[config.mk]
export PLATFORM = sky130hd
export DESIGN_NAME = mult_div_unit
export DESIGN_NICKNAME = d
export VERILOG_FILES = /design/src/rtl/mult_div_pkg.sv /design/src/rtl/mult_div_unit_twos_negate.sv /design/src/rtl/mult_div_unit.sv
export SDC_FILE = /design/constraint.sdc
export NUM_CORES = 1
export LEC_CHECK = 0
export ABC_CLOCK_PERIOD_IN_PS = 4800
export BUFFER_PORTS_ARGS = -buffer_cell sky130_fd_sc_hd__buf_2
export CAP_MARGIN = 20
export CORE_ASPECT_RATIO = 1.1
export CORE_UTILIZATION = 45
export CTS_CLUSTER_DIAMETER = 150
export DETAILED_ROUTE_END_ITERATION = 7
export PLACE_DENSITY = 0.72
export SLEW_MARGIN = 10
export SYNTH_ARGS = -nofsm -noshare
export SYNTH_HDL_FRONTEND = slang
export SYNTH_SLANG_ARGS = --single-unit
export TNS_END_PERCENT = 50
[constraint.sdc]
create_clock -name clk -period 4.8 [get_ports clk]
set_clock_uncertainty 0.2 [all_clocks]
set_input_delay 1.44 -clock clk [delete_from_list [all_inputs] [get_ports clk]]
set_output_delay 1.44 -clock clk [all_outputs]
set_load 0.005 [all_outputs]
[src/rtl/mult_div_pkg.sv]
// Shared encodings for the multicycle multiply/divide unit: operation codes and FSM states.
package mult_div_pkg;

  typedef enum logic [1:0] {
    OP_MULT  = 2'b00,
    OP_MULTU = 2'b01,
    OP_DIV   = 2'b10,
    OP_DIVU  = 2'b11
  } op_e;

  typedef enum logic [2:0] {
    ST_IDLE,
    ST_MUL,
    ST_DIV,
    ST_FIN,
    ST_DZ
  } state_e;

  function automatic logic op_is_signed(input logic [1:0] op);
    return (op == OP_MULT) || (op == OP_DIV);
  endfunction

endpackage

[src/rtl/mult_div_unit_twos_negate.sv]
// Conditional two's-complement negate, used for operand magnitudes and the result sign fix-up.
module twos_negate #(
  parameter int N = 32
) (
  input  logic [N-1:0] x_i,
  input  logic         neg_i,
  output logic [N-1:0] y_o
);

  assign y_o = neg_i ? (~x_i + 1'b1) : x_i;

endmodule

[src/rtl/mult_div_unit.sv]
// Multicycle MULT/MULTU/DIV/DIVU unit: shift-add multiply and restoring divide sharing one
// 2*WIDTH shift register, with registered HI/LO results and a divide-by-zero pulse.
module mult_div_unit
  import mult_div_pkg::*;
#(
  parameter int WIDTH = 32
) (
  input  logic             clk,
  input  logic             reset,
  input  logic             start,
  input  logic [1:0]       op,
  input  logic [WIDTH-1:0] a,
  input  logic [WIDTH-1:0] b,
  output logic             busy,
  output logic             done,
  output logic             div_zero,
  output logic [WIDTH-1:0] hi,
  output logic [WIDTH-1:0] lo
);

  localparam int CW = $clog2(WIDTH + 1);
  localparam logic [CW-1:0] CNT_INIT = CW'(WIDTH);
  localparam logic [CW-1:0] CNT_LAST = CW'(1);

  state_e             state_q;
  logic               op_div_q;
  logic               sign_q_q;
  logic               sign_r_q;
  logic [CW-1:0]      cnt_q;
  logic [2*WIDTH-1:0] acc_q;
  logic [WIDTH-1:0]   opnd_q;

  logic               is_signed;
  logic [WIDTH-1:0]   mag_a, mag_b;
  logic [WIDTH:0]     mul_sum;
  logic [2*WIDTH-1:0] mul_acc_d;
  logic [WIDTH:0]     rem_shift;
  logic [WIDTH:0]     div_diff;
  logic [2*WIDTH-1:0] div_acc_d;
  logic [2*WIDTH-1:0] prod_fix;
  logic [WIDTH-1:0]   quo_fix, rem_fix;

  assign is_signed = op_is_signed(op);

  twos_negate #(.N(WIDTH)) u_neg_a (.x_i(a), .neg_i(is_signed & a[WIDTH-1]), .y_o(mag_a));
  twos_negate #(.N(WIDTH)) u_neg_b (.x_i(b), .neg_i(is_signed & b[WIDTH-1]), .y_o(mag_b));

  // Multiply: acc = {partial product, remaining multiplier bits}, shifted right each step.
  assign mul_sum   = acc_q[0] ? ({1'b0, acc_q[2*WIDTH-1:WIDTH]} + {1'b0, opnd_q})
                              : {1'b0, acc_q[2*WIDTH-1:WIDTH]};
  assign mul_acc_d = {mul_sum, acc_q[WIDTH-1:1]};

  // Divide: acc = {remainder, dividend/quotient}; the shifted remainder is WIDTH+1 bits so
  // the borrow of the trial subtract lands in the top bit.
  assign rem_shift = acc_q[2*WIDTH-1:WIDTH-1];
  assign div_diff  = rem_shift - {1'b0, opnd_q};
  assign div_acc_d = div_diff[WIDTH] ? {rem_shift[WIDTH-1:0], acc_q[WIDTH-2:0], 1'b0}
                                     : {div_diff[WIDTH-1:0], acc_q[WIDTH-2:0], 1'b1};

  twos_negate #(.N(2*WIDTH)) u_fix_p (.x_i(acc_q), .neg_i(sign_q_q), .y_o(prod_fix));
  twos_negate #(.N(WIDTH)) u_fix_q (.x_i(acc_q[WIDTH-1:0]), .neg_i(sign_q_q), .y_o(quo_fix));
  twos_negate #(.N(WIDTH)) u_fix_r (.x_i(acc_q[2*WIDTH-1:WIDTH]), .neg_i(sign_r_q),
                                    .y_o(rem_fix));

  always_ff @(posedge clk) begin
    if (reset) begin
      state_q  <= ST_IDLE;
      cnt_q    <= '0;
      busy     <= 1'b0;
      done     <= 1'b0;
      div_zero <= 1'b0;
      hi       <= '0;
      lo       <= '0;
    end else begin
      done     <= 1'b0;
      div_zero <= 1'b0;
      case (state_q)
        ST_IDLE: begin
          if (start) begin
            op_div_q <= op[1];
            sign_q_q <= is_signed & (a[WIDTH-1] ^ b[WIDTH-1]);
            sign_r_q <= is_signed & a[WIDTH-1];
            cnt_q    <= CNT_INIT;
            busy     <= 1'b1;
            if (!op[1]) begin
              state_q <= ST_MUL;
              acc_q   <= {{WIDTH{1'b0}}, mag_b};
              opnd_q  <= mag_a;
            end else begin
              state_q <= (b == '0) ? ST_DZ : ST_DIV;
              acc_q   <= {{WIDTH{1'b0}}, mag_a};
              opnd_q  <= mag_b;
            end
          end
        end
        ST_MUL, ST_DIV: begin
          acc_q <= (state_q == ST_MUL) ? mul_acc_d : div_acc_d;
          cnt_q <= cnt_q - 1'b1;
          if (cnt_q == CNT_LAST) state_q <= ST_FIN;
        end
        ST_FIN: begin
          if (op_div_q) begin
            hi <= rem_fix;
            lo <= quo_fix;
          end else begin
            hi <= prod_fix[2*WIDTH-1:WIDTH];
            lo <= prod_fix[WIDTH-1:0];
          end
          done    <= 1'b1;
          busy    <= 1'b0;
          state_q <= ST_IDLE;
        end
        ST_DZ: begin
          div_zero <= 1'b1;
          busy     <= 1'b0;
          state_q  <= ST_IDLE;
        end
        default: begin
          busy    <= 1'b0;
          state_q <= ST_IDLE;
        end
      endcase
    end
  end

endmodule

==> results.txt <==
outcome - complete, no violations
share of cells above drive strength 1 - 13.3%
total CTS buffers - 17
post-layout net count - 1953
first-pass GRT wire length - 71.3 mm
commonest non-fill, non-tap cells in the layout - nand2_1, nor2_1, a21oi_1
GR Util All Layers - 28.7%
clock sinks - 175
pwr dens - 331 nW/um^2
Setup crit start kind - register
syn nets - 1863
ANT nets after route - 0
I/O pin cnt - 136
cts repair resizes - 0
post-synthesis sequential area ratio - 31.8%
critical path class - reg2reg
CP arrival - 4.27 ns
postcts setup bufs - 0
via count - 13600
Vias/cell - 6.06
CTS tree - built
worst setup margin - 0.528 ns
total grt overflow - 0
setup tns final - 0 ns
fmax - 0.234 GHz
critical path endpoint category - register
worst hold path type - reg2reg
Avg Cell Area, Syn - 8.20 um^2
ant diodes - 0
Area Overhead vs Synth - 12.5%
Placeable Area - 30700 um^2
clk_lat worst skew - 0.45 ns
Mapped Area - 14100 um^2
Max Slew Vio Count - 0
fin util - 51.8%
die area - 32100 um^2
Clock H-tree levels - 4
Starting DRT DRC Count - 1129
Std-Cell Rows - 67
DRC - 0
Initial Util - 46.0%
Final Hold Viols - 0
minimum clock period - 4.27 ns
worst-margin pin slew - 1.03 ns
GP Congestion - 1.00
Clock transition at path regs - 0.08 ns
Post-CTS Hold Buffers - 0
largest net degree at the start of global routing - 63
Distinct cells, synth - 66
Avg WL per Cell - 20.4 um
Peak VDD IR - 0.191 mV
DR pass1 iterations - 5
Synth Register Bits - 175
Post-Syn Instances - 1722
asr flop ratio synth - 0%
Place WS - 0.134 ns
fill cell count - 3001
CP Max Fanout - 7
post-DP HPWL - 35.1 mm
CTS Root Cell - clkbuf_16
Clock Path Buffers - 2
Tcrit/Tclk final - 89.0%
most common cell after layout, fill and taps aside - nand2_1
Leakage - 0.00646 uW
top_reg_cell synth - edfxtp_1
Post-synth EDFFs - 99
Die Width - 171 um
vias in the first global route - 12600
final setup vio count - 0
PortBufs - 135
RSZ-0062 raised after global routing - no
final WL - 45.6 mm
initial antenna violation count - 0
Max Cap Viol - 0
worst endpoint required time - 4.80 ns
Slew headroom - 29.6%
Yosys warnings - 0
Die H - 188 um
power by group:
part,internal (uW),leakage (uW),switching [uW]
logic,750,0.00461,1120
clock network,753,0.000293,720
registers,1740,0.00156,173
final timing paths:
path	from	to	slack, ns	cells after the start
min	hi[28]	hi[28]	0.25	2
max reg2reg	acc_q[34]	acc_q[63]	0.53	12
max	acc_q[34]	acc_q[63]	0.53	12
min reg2reg	hi[28]	hi[28]	0.25	2
final cells by class:
| type | instances | area [um^2] | area share [%] |
|---|---|---|---|
| inverter | 68 | 255 | 1.61 |
| clock buffer | 17 | 425 | 2.68 |
| multi-input combinational | 1379 | 9010 | 56.8 |
| tap | 414 | 518 | 3.26 |
| timing repair buffer | 171 | 983 | 6.19 |
| sequential | 175 | 4490 | 28.3 |
| clock inverter | 15 | 190 | 1.20 |
metal layers:
metal / vias to the layer above / global-route usage (%) / wire length (um)
li1: 6443 / - / -
met2: 622 / 46.7 / 21300
met5: - / 0 / 0
met3: 88 / 3.95 / 3260
met4: 0 / 14.1 / 2150
met1: 6415 / 37.3 / 18900
cell usage after synthesis, types with 23 or more instances:
cell type,instances,area [um^2]
nor3_1,46,230
o31ai_1,23,173
nor2_1,165,619
xnor2_1,90,788
clkbuf_1,89,334
nand3_1,25,125
edfxtp_1,99,2970
a211oi_1,60,450
a31oi_1,34,213
a21o_1,30,225
o211ai_1,24,180
dfxtp_1,76,1520
ha_1,70,876
o21ai_0,109,546
inv_1,66,248
a21oi_1,161,806
nand2_1,175,657
mux2i_1,69,691
xor2_1,87,762
metrics by stage:
| stage | hold WS (ns) | area (um^2) | std cells | total power (uW) |
|---|---|---|---|---|
| 2_1_floorplan | 0.248 | 14100 | 1722 | 3200 |
| 4_1_cts | 0.256 | 15900 | 2239 | 5230 |
| 3_3_place_gp | 0.239 | 15300 | 2207 | 3750 |
| 6_report | 0.253 | 15900 | 2239 | 5260 |
| 5_1_grt | 0.271 | 15900 | 2239 | 5500 |
| 3_5_place_dp | 0.245 | 15300 | 2207 | 3770 |
logic make-up after synthesis:
kind of cell	synth area share, %
muxes	6.17
buffers and inverters	4.56
AOI/OAI and AO/OA	22.4
adders and majority gates	6.49
DFF	31.8
xor gates and xnor gates	11.0
and+or+nand+nor	17.5
registers in the layout, indices dropped and copies added (netlist names):
register,cells
op_div_q,1
busy,1
sign_r_q,1
sign_q_q,1
div_zero,1
state_q,3
done,1
acc_q,64
lo,32
hi,32
cnt_q,6
opnd_q,32
worst max-delay path: stages (launching register included):
cell	delay (ns)
edfxtp_1	0.57
ha_1	0.44
o21a_1	0.14
o31ai_1	0.06
buf_4	0.16
a2111oi_0	0.88
nor3_1	0.18
o21ai_0	0.58
o31ai_1	0.22
o21ai_0	0.25
xor2_1	0.10
mux2i_1	0.15
o21ai_0	0.09
Power figures use the tool's default switching activity.
